$ cat src/rtl/hf_ssp_pkg.sv
// Shared constants and types for the HF SSP byte framer.
package hf_ssp_pkg;

  localparam int unsigned TICK_W         = 7;
  localparam int unsigned BCNT_W         = 3;
  localparam int unsigned TICKS_PER_BIT  = 16;
  localparam int unsigned TICKS_PER_BYTE = 128;
  localparam int unsigned SSPCLK_FALL    = 8;
  localparam int unsigned FRAME_RISE_DEF = 7;
  localparam int unsigned FRAME_FALL_DEF = 23;

  typedef logic [7:0] byte_t;

endpackage

$ cat src/rtl/hf_byte_fifo.sv
// Byte FIFO between assembler and serialiser; wrap-bit pointers, captures on the falling clock edge.
module hf_byte_fifo
  import hf_ssp_pkg::*;
#(
  parameter int unsigned DEPTH = 2
) (
  input  logic  clk,
  input  logic  rst_n,
  input  logic  i_flush,
  input  logic  i_push,
  input  logic  i_pop,
  input  byte_t i_din,
  output byte_t o_dout,
  output logic  o_full,
  output logic  o_empty
);

  localparam int unsigned AW = $clog2(DEPTH);
  localparam int unsigned PW = AW + 1;

  logic [PW-1:0] r_wr_ptr;
  logic [PW-1:0] r_rd_ptr;
  byte_t         r_mem [DEPTH];
  logic          w_do_pop;
  logic          w_do_push;

  assign o_empty   = (r_wr_ptr == r_rd_ptr);
  assign o_full    = (r_wr_ptr[AW] != r_rd_ptr[AW]) &&
                     (r_wr_ptr[AW-1:0] == r_rd_ptr[AW-1:0]);
  assign o_dout    = r_mem[r_rd_ptr[AW-1:0]];
  // A pop in the same cycle frees the slot, so a push into a full FIFO still lands.
  assign w_do_pop  = i_pop && !o_empty;
  assign w_do_push = i_push && (!o_full || w_do_pop);

  always_ff @(negedge clk or negedge rst_n) begin
    if (!rst_n) begin
      r_wr_ptr <= '0;
      r_rd_ptr <= '0;
    end else if (i_flush) begin
      r_wr_ptr <= '0;
      r_rd_ptr <= '0;
    end else begin
      if (w_do_push) r_wr_ptr <= r_wr_ptr + PW'(1);
      if (w_do_pop)  r_rd_ptr <= r_rd_ptr + PW'(1);
    end
  end

  always_ff @(negedge clk) begin
    if (w_do_push && !i_flush) r_mem[r_wr_ptr[AW-1:0]] <= i_din;
  end

endmodule

$ cat src/rtl/hf_ssp_byte_framer.sv
// Packs demodulated bits into bytes and serialises them MSB first over SSP, one byte per 128-tick slot.
module hf_ssp_byte_framer
  import hf_ssp_pkg::*;
#(
  parameter int unsigned FIFO_DEPTH = 2,
  parameter int unsigned FRAME_RISE = FRAME_RISE_DEF,
  parameter int unsigned FRAME_FALL = FRAME_FALL_DEF,
  parameter byte_t       IDLE_BYTE  = 8'h00
) (
  input  logic ck_1356meg,
  input  logic nrst,
  input  logic enable,
  input  logic bit_in,
  input  logic bit_valid,
  input  logic bit_align,
  input  logic ovf_clr,
  output logic ssp_clk,
  output logic ssp_frame,
  output logic ssp_din,
  output logic overflow
);

  localparam int unsigned PHASE_W = $clog2(TICKS_PER_BIT);

  logic [TICK_W-1:0]  r_tick;
  logic [BCNT_W-1:0]  r_bcnt;
  logic [6:0]         r_asm;
  logic [6:0]         r_shift;
  logic               r_ssp_clk;
  logic               r_ssp_frame;
  logic               r_ssp_din;
  logic               r_overflow;

  logic [PHASE_W-1:0] w_phase;
  logic               w_slot_start;
  logic               w_take;
  logic               w_push;
  logic               w_pop;
  logic               w_drop;
  logic               w_full;
  logic               w_empty;
  byte_t              w_asm_next;
  byte_t              w_dout;
  byte_t              w_load;

  assign w_phase      = r_tick[PHASE_W-1:0];
  assign w_slot_start = enable && (r_tick == '0);
  assign w_take       = enable && bit_valid && !bit_align;
  assign w_asm_next   = {r_asm, bit_in};
  assign w_push       = w_take && (&r_bcnt);
  assign w_pop        = w_slot_start && !w_empty;
  assign w_drop       = w_push && w_full && !w_pop;
  assign w_load       = w_empty ? IDLE_BYTE : w_dout;

  hf_byte_fifo #(
    .DEPTH (FIFO_DEPTH)
  ) u_fifo (
    .clk     (ck_1356meg),
    .rst_n   (nrst),
    .i_flush (!enable),
    .i_push  (w_push),
    .i_pop   (w_pop),
    .i_din   (w_asm_next),
    .o_dout  (w_dout),
    .o_full  (w_full),
    .o_empty (w_empty)
  );

  // Tick counter, SSP clock/frame and serialiser; r_shift holds the bits still to send after ssp_din.
  always_ff @(negedge ck_1356meg or negedge nrst) begin
    if (!nrst) begin
      r_tick      <= '0;
      r_shift     <= IDLE_BYTE[6:0];
      r_ssp_clk   <= 1'b0;
      r_ssp_frame <= 1'b0;
      r_ssp_din   <= 1'b0;
    end else if (!enable) begin
      r_tick      <= '0;
      r_shift     <= IDLE_BYTE[6:0];
      r_ssp_clk   <= 1'b0;
      r_ssp_frame <= 1'b0;
      r_ssp_din   <= 1'b0;
    end else begin
      r_tick <= (r_tick == TICK_W'(TICKS_PER_BYTE - 1)) ? '0 : r_tick + TICK_W'(1);

      if (w_phase == '0)                          r_ssp_clk <= 1'b1;
      else if (w_phase == PHASE_W'(SSPCLK_FALL))  r_ssp_clk <= 1'b0;

      if (r_tick == TICK_W'(FRAME_RISE))          r_ssp_frame <= 1'b1;
      else if (r_tick == TICK_W'(FRAME_FALL))     r_ssp_frame <= 1'b0;

      if (r_tick == '0) begin
        r_shift   <= w_load[6:0];
        r_ssp_din <= w_load[7];
      end else if (w_phase == '0) begin
        r_shift   <= {r_shift[5:0], 1'b0};
        r_ssp_din <= r_shift[6];
      end
    end
  end

  // Bit assembler; alignment wins over a coincident valid bit.
  always_ff @(negedge ck_1356meg or negedge nrst) begin
    if (!nrst) begin
      r_asm  <= '0;
      r_bcnt <= '0;
    end else if (!enable) begin
      r_asm  <= '0;
      r_bcnt <= '0;
    end else if (bit_align) begin
      r_bcnt <= '0;
    end else if (bit_valid) begin
      r_asm  <= w_asm_next[6:0];
      r_bcnt <= r_bcnt + BCNT_W'(1);
    end
  end

  always_ff @(negedge ck_1356meg or negedge nrst) begin
    if (!nrst)        r_overflow <= 1'b0;
    else if (w_drop)  r_overflow <= 1'b1;
    else if (ovf_clr) r_overflow <= 1'b0;
  end

  assign ssp_clk   = r_ssp_clk;
  assign ssp_frame = r_ssp_frame;
  assign ssp_din   = r_ssp_din;
  assign overflow  = r_overflow;

endmodule

$ cat config.mk
export PLATFORM = sky130hd
export DESIGN_NAME = hf_ssp_byte_framer
export DESIGN_NICKNAME = d
export VERILOG_FILES = /design/src/rtl/hf_ssp_pkg.sv /design/src/rtl/hf_byte_fifo.sv /design/src/rtl/hf_ssp_byte_framer.sv
export SDC_FILE = /design/constraint.sdc
export NUM_CORES = 1
export LEC_CHECK = 0
export ABC_AREA = 1
export BUFFER_PORTS_ARGS = -buffer_cell sky130_fd_sc_hd__buf_2
export CORE_MARGIN = 1.5
export CORE_UTILIZATION = 37
export DETAILED_ROUTE_END_ITERATION = 12
export PLACE_DENSITY = 0.55
export SLEW_MARGIN = 25
export SYNTH_ARGS = -nofsm -noshare
export SYNTH_HDL_FRONTEND = slang
export SYNTH_SLANG_ARGS = --single-unit
$ cat constraint.sdc
create_clock -name ck_1356meg -period 2 [get_ports ck_1356meg]
set_input_delay 0.4 -clock ck_1356meg [delete_from_list [all_inputs] [get_ports ck_1356meg]]
set_output_delay 0.4 -clock ck_1356meg [all_outputs]
set_load 0.02 [all_outputs]
# Word-level counts from Yosys, hierarchy flattened

Memory sizes are Yosys's and may differ from the RTL's.
Index checks and enable logic that the tools add are counted.

Output and inout port bits: 4
Memories kept: 1
Latch bits: 0
Logic and storage cells: 80
Input port bits: 7
Memory bits (writable): 16
Register bits: 32
ROM bits: 0

Bitwise logic cells: 0
Order comparisons: 0
Reductions and logical operators: 21
Add/sub/neg operators: 4
Multipliers: 0
Divide/modulo/power cells: 0
Shift-type cells: 0
Eq/ne operators: 15
Multiplexer cells: 29

Memories:

| name         | words | width | read ports | clocked after memory_dff | write ports | line               | text |
|---|---|---|---|---|---|---|---|
| u_fifo.r_mem | 2     | 8     | 1          | 0                        | 1           | hf_byte_fifo.sv:23 | `byte_t r_mem [DEPTH];` |

Operators by type and width:

| cell                | count |
|---|---|
| $mux 7              | 8 |
| $mux 1              | 13 |
| $ne 3x1->1 const B  | 4 |
| $logic_and 1x1->1   | 11 |
| $mux 3              | 3 |
| $mux 2              | 4 |
| $mux 8              | 1 |
| $add 7x1->7 const B | 1 |
| $eq 7x3->1 const B  | 1 |
| $eq 7x5->1 const B  | 1 |
| $eq 7x7->1 const B  | 1 |
| $logic_not 7->1     | 1 |
| $ne 2x1->1 const B  | 3 |
| $add 2x1->2 const B | 2 |
| $eq 4x4->1 const B  | 1 |
| $logic_not 1->1     | 4 |
| $logic_not 4->1     | 1 |
| $add 3x1->3 const B | 1 |
| $reduce_and 3->1    | 1 |
| $eq 2x2->1          | 1 |
| $ne 2x2->1 const B  | 1 |
| $reduce_and 2->1    | 1 |
| $reduce_bool 2->1   | 1 |
| $eq 1x1->1          | 1 |
| 2 further kinds     | 2 |

# Logic depth before layout (Yosys ltp)

Gate-level depths: netlist of run 1.

Word-level depth: 9
Depth in mapped cells: 9
Depth with buffers taken out: 9

# Cells and area by module

From an unflattened synthesis of run 1, not the netlist that was laid out.

Cells, all modules: 254
Area total of the unflattened synthesis: 2289.7 um^2

Modules (own cells, without submodules):

| module             | cells an instance | instances | sequential area each (um^2) | area an instance (um^2) |
|---|---|---|---|---|
| hf_ssp_byte_framer | 173               | 1         | 700.7                       | 1422.6 |
| hf_byte_fifo       | 81                | 1         | 580.6                       | 867.1 |

==> impl_metrics.json, run 1 <==
{
  "grt_usage_pct": 14.7,
  "gp_congestion": 0.698,
  "die-area_um2": 6400,
  "synth-seq-cells": 48,
  "startpoint_type": "flip-flop",
  "route.met3.wl_um": 106,
  "clk_latency_ns": 0.37,
  "grt_pass1_vias": 1540,
  "fillers": 556,
  "topRoutingLayerUsed": "met4",
  "htree_levels": 2,
  "drt_pass1_iterations": 4,
  "ant_nets": 0,
  "port-buffer-count": 10,
  "clock_path_buffers": 2,
  "hold_viol": 0,
  "swShare_pct": 29.0,
  "overflow": 0,
  "die_w_um": 80.0,
  "power.switching_w": 0.000583,
  "worst_ep_required_time_ns": 1.60,
  "grt_max_degree": 33,
  "antenna_found_initial": 0,
  "cts.clk_slew.worst_paths_ns": 0.07,
  "fp.dieH_um": 80.0,
  "dp.cells": 308,
  "cts_root_buf": "clkbuf_8",
  "start_util_pct": 39.1,
  "seq_area_frac_synth_pct": 58.4,
  "syn_area_um2": 2190,
  "p_leak_nw": 1.26,
  "hold_buffers": 0,
  "power.density_nw_per_um2": 751,
  "worst_pin_slew_ns": 0.448,
  "cts_tree": "yes",
  "crit_type": "reg2out",
  "outcome": "finished, violations left",
  "crit_slowest_cell": "dfrtn_1",
  "violations": "negative setup slack",
  "cp_top_family": "flip-flops",
  "path_cells": "buf_6",
  "drv_cap": 0,
  "fin_worst_skew_ns": 0.0654,
  "syn-mean-instance-area_um2": 9.96,
  "worstHoldPathType": "reg2reg",
  "setup_viol": 4,
  "path_max_fanout": 2,
  "vias_per_cell": 4.78,
  "worst-path-buf-inv": 1,
  "synthCells": 220,
  "drive_above_1_share_pct": 21.1,
  "wirelength_um": 4070,
  "wl_met2_um": 1910,
  "cts_buffers": 5,
  "peakVddDrop_uv": 398,
  "drt_iter0_markers": 55,
  "avgRoutedWirePerCell_um": 12.1,
  "yosysUniqueCellTypes": 26,
  "place_hpwl_um": 2860,
  "area_growth_pct": 22.3,
  "final-max-slew-violation-count": 0,
  "postSynthNetCount": 231,
  "slew_headroom_pct": 70.1,
  "yosysWarnings": 0,
  "synthFlopType": "dfrtn_1",
  "layout_common_cells": "nand2_1 (43), inv_1 (36), dfrtn_1 (32)",
  "fin_cells": 337,
  "ios": 11,
  "max_stage_delay_ns": 0.43,
  "dp_worst_setup_slack_ns": -0.466,
  "p_int_w": 0.00143,
  "end_kind": "output pin",
  "cts.sinks": 48,
  "rows": 27,
  "vias": 1610,
  "synthArstFlopShare_pct": 66.7,
  "grt_pass1_wl_um": 7200,
  "layout.nets": 275,
  "mostFrequentLayoutCell": "nand2_1",
  "antenna_cells": 0,
  "pwr-share-clk_pct": 37.5,
  "met1Wirelength_um": 2030,
  "synth_edf_count": 16,
  "setup_slack_ns": -0.264,
  "pwr-share-comb_pct": 9.8,
  "critPathArrivalTime_ns": 1.86,
  "core_um2": 5610,
  "drcViolationCount": 0,
  "pwr-share-seq_pct": 52.8,
  "rsz0062_at_grt": "yes"
}
cell type report:
| cell class | count | area, um^2 | area share (%) |
|---|---|---|---|
| Clock buffer | 5 | 68.8 | 2.57 |
| Timing Repair Buffer | 26 | 225 | 8.40 |
| Clock inverter | 19 | 93.8 | 3.50 |
| Tap cell | 72 | 90.1 | 3.36 |
| Sequential cell | 48 | 1280 | 47.8 |
| Multi-Input combinational cell | 140 | 807 | 30.1 |
| Inverter | 27 | 114 | 4.25 |
state kept, by name, indices dropped and copies added (netlist names):
name	flops
u_fifo.r_wr_ptr	2
r_shift	7
ssp_clk	1
r_bcnt	3
r_tick	7
u_fifo.r_mem	16
ssp_frame	1
r_asm	7
overflow	1
ssp_din	1
u_fifo.r_rd_ptr	2
power groups by stage:
stage | combinational (W) | sequential, W | clock [W]
2_1_floorplan | 0.000108 | 0.00108 | 0.0000512
3_3_place_gp | 0.000178 | 0.00108 | 0.0000512
3_5_place_dp | 0.000178 | 0.00108 | 0.0000512
4_1_cts | 0.000193 | 0.00106 | 0.000769
5_1_grt | 0.000222 | 0.00106 | 0.000855
6_report | 0.000196 | 0.00106 | 0.000754
what timing repair did:
| action | CTS | global route |
|---|---|---|
| setup endpoints to repair | 20 | 20 |
| cloned | 0 | 0 |
| resized for setup | 11 | 4 |
| hold endpoints to repair | 0 | 0 |
| buffers inserted | 3 | 3 |
| pin swaps | 4 | 0 |
path summary, 6_finish.rpt:
check | cells after the start | slack, ns | to | from
worst max-delay path | 1 | -0.26 | overflow | overflow
worst min-delay path | 1 | 0.40 | r_tick[0] | r_tick[0]
worst max register to register | 8 | 0.22 | u_fifo.r_mem[1][5] | r_tick[0]
worst min register to register | 1 | 0.40 | r_tick[0] | r_tick[0]
max in group asynchronous | 2 | 0.87 | ssp_clk | nrst
min in group asynchronous | 2 | 0.92 | r_tick[1] | nrst
cells in the mapped netlist, types with 3 or more instances:
cell	count	share of area, %
nand2_1	43	7.4
dfrtn_1	32	37
inv_1	23	3.9
nand3_1	22	5.0
edfxtp_1	16	22
o21ai_0	14	3.2
a21oi_1	11	2.5
o21ai_1	11	2.5
nor2_1	10	1.7
inv_2	5	0.86
o22ai_1	5	1.4
ha_1	4	2.3
xor2_1	4	1.6
nand2_2	3	0.86
nand3_4	3	2.4
metrics by stage:
| step | util [%] | area, um^2 | hold WS (ns) | TNS [ns] | power, W |
|---|---|---|---|---|---|
| after CTS | 47.1 | 2640 | 0.408 | -1.04 | 0.00202 |
| final | 47.8 | 2680 | 0.404 | -1.01 | 0.00201 |
| after global placement | 43.2 | 2420 | 0.401 | -11.32 | 0.00131 |
| after floorplan | - | 2220 | 0.380 | -4.25 | 0.00124 |
| after global routing | 47.8 | 2680 | 0.442 | -1.32 | 0.00214 |
| after detailed placement | 43.2 | 2420 | 0.405 | -11.84 | 0.00131 |
logic make-up after synthesis:
logic type	Yosys count	synth area share, %
and+or+nand+nor	91	21.9
AOI/OAI and AO/OA	41	9.65
DFF	48	58.4
xor gates and xnor gates	4	1.60
adders and majority gates	4	2.28
buffers and inverters	32	6.11
metal layers:
metal  vias to the layer above  GRT usage [%]
li1                        822              -
met1                       773           19.5
met2                        13           23.3
met3                         2           3.77
met4                         0           5.17
met5                         -              0
Power figures use the tool's default switching activity.
==> run 2: changes to the inputs <==
--- a/config.mk
+++ b/config.mk
@@ -8,9 +8,9 @@
 export ABC_AREA = 1
 export BUFFER_PORTS_ARGS = -buffer_cell sky130_fd_sc_hd__buf_2
 export CORE_MARGIN = 1.5
-export CORE_UTILIZATION = 37
+export CORE_UTILIZATION = 38
 export DETAILED_ROUTE_END_ITERATION = 12
-export PLACE_DENSITY = 0.55
+export PLACE_DENSITY = 0.56
 export SLEW_MARGIN = 25
 export SYNTH_ARGS = -nofsm -noshare
 export SYNTH_HDL_FRONTEND = slang
==> run 2 against run 1 <==
The run still ends with negative setup slack left. Combinational power up 6%. Highest routed layer unchanged. Via count up 1.4%. Clock power about the same. Critical endpoint is now ssp_clk. Design area up 2.7%. Worst hold slack better by 0.0054 ns. Critical path depth unchanged. Largest cell class unchanged. Total power up 0.69%. Register-to-register slack worse by 0.04 ns. First-iteration DRC count down 13%.
==> impl_metrics.json, run 2 (synthesized netlist as in run 1, its figures left out) <==
{
  "outcome": "finished, violations left",
  "violations": "negative setup slack",
  "clock_path_buffers": 2,
  "crit_slowest_cell": "dfrtn_1",
  "die-area_um2": 6230,
  "p_leak_nw": 1.30,
  "clk_latency_ns": 0.36,
  "worstHoldPathType": "reg2reg",
  "fp.dieH_um": 79.0,
  "power.density_nw_per_um2": 736,
  "vias_per_cell": 4.74,
  "cts.clk_slew.worst_paths_ns": 0.07,
  "antenna_found_initial": 0,
  "worst-path-buf-inv": 1,
  "die_w_um": 79.0,
  "multi_input_area_um2": 820,
  "seqCellArea_um2": 1280,
  "layout_common_cells": "nand2_1 (43), inv_1 (36), dfrtn_1 (32)",
  "core_um2": 5540,
  "cts.sinks": 48,
  "end_kind": "output pin",
  "drcViolationCount": 0,
  "grt_usage_pct": 14.8,
  "port-buffer-count": 10,
  "fillers": 541,
  "worst_pin_slew_ns": 0.334,
  "startpoint_type": "flip-flop",
  "drt_pass1_iterations": 4,
  "fin_worst_skew_ns": 0.0579,
  "drive_above_1_share_pct": 23.2,
  "largest_reg_flops": 16,
  "start_util_pct": 39.6,
  "setup_slack_ns": -0.266,
  "hold_buffers": 0,
  "hold_slack_ns": 0.409,
  "max_stage_delay_ns": 0.44,
  "rows": 27,
  "grt_pass1_vias": 1619,
  "crit_type": "reg2out",
  "area_growth_pct": 25.6,
  "gp_congestion": 0.724,
  "mostFrequentLayoutCell": "nand2_1",
  "cts_tree": "yes",
  "grt_max_degree": 33,
  "overflow": 0,
  "ant_nets": 0,
  "vias": 1632,
  "critPathArrivalTime_ns": 1.87,
  "final-max-slew-violation-count": 0,
  "ios": 11,
  "rsz0062_at_grt": "yes",
  "worst_ep_required_time_ns": 1.60,
  "path_max_fanout": 2,
  "layout.nets": 282,
  "cp_top_family": "flip-flops",
  "slew_headroom_pct": 77.7,
  "peakVddDrop_uv": 504,
  "setup_viol": 4,
  "path_cells": "buf_6",
  "total_power_w": 0.00203,
  "grt_pass1_wl_um": 7310,
  "hold_viol": 0,
  "cts_buffers": 5,
  "place_hpwl_um": 2870,
  "dp_worst_setup_slack_ns": -0.473,
  "drt_iter0_markers": 48,
  "avgRoutedWirePerCell_um": 12.0,
  "fin_setup_tns_ns": -1.03,
  "antenna_cells": 0,
  "wirelength_um": 4140,
  "drv_cap": 0,
  "fin_util_pct": 49.7,
  "cts_root_buf": "clkbuf_8",
  "htree_levels": 2
}
[run 2: changes by cell type in the layout (fill, tap and decap cells not counted), sizes merged]
cell / previous run / this run
inv: 44 / 45
clkinv: 2 / 1
buf: 26 / 33
[run 2: power breakdown]
part           switching, W  internal (W)  total (W)
Sequential        0.0000174       0.00105    0.00106
Combinational      0.000122     0.0000857   0.000208
Clock              0.000448      0.000308   0.000756
[run 2: repair_timing]
item / CTS / global route
pin swaps: 4 / 1
hold endpoints to repair: 0 / 0
setup buffers: 4 / 7
resized for setup: 12 / 8
endpoints found under the setup margin: 21 / 20
[run 2: path summary, 6_finish.rpt]
check	startpoint	end	slack, ns	cells past startpoint
hold reg to reg	r_tick[0]	r_tick[0]	0.41	1
hold / removal	r_tick[0]	r_tick[0]	0.41	1
setup / recovery	ssp_clk	ssp_clk	-0.27	1
setup reg to reg	r_tick[0]	u_fifo.r_mem[1][2]	0.18	8
max in group asynchronous	nrst	r_asm[6]	0.87	2
min in group asynchronous	nrst	r_tick[2]	0.92	2
[run 2: stage by stage]
stage | instances | instance area, um^2
final | 344 | 2750
after global routing | 344 | 2750
after CTS | 337 | 2660
after detailed placement | 310 | 2440
after global placement | 310 | 2440
after floorplan | 220 | 2220
[run 2: layout make-up]
cell class | instances | area share (%)
Sequential cell | 48 | 46.5
Multi-Input combinational cell | 140 | 29.8
Timing Repair Buffer | 33 | 10.4
Inverter | 27 | 4.23
Clock inverter | 19 | 3.32
Tap cell | 72 | 3.27
Clock buffer | 5 | 2.50
[run 2: layer usage]
metal	up-vias	share of wire, %	track usage (%)
met5	-	0	0
met4	0	0.14	2.63
met3	3	2.6	3.56
met2	15	49	25.7
met1	772	49	19.1
li1	842	-	-
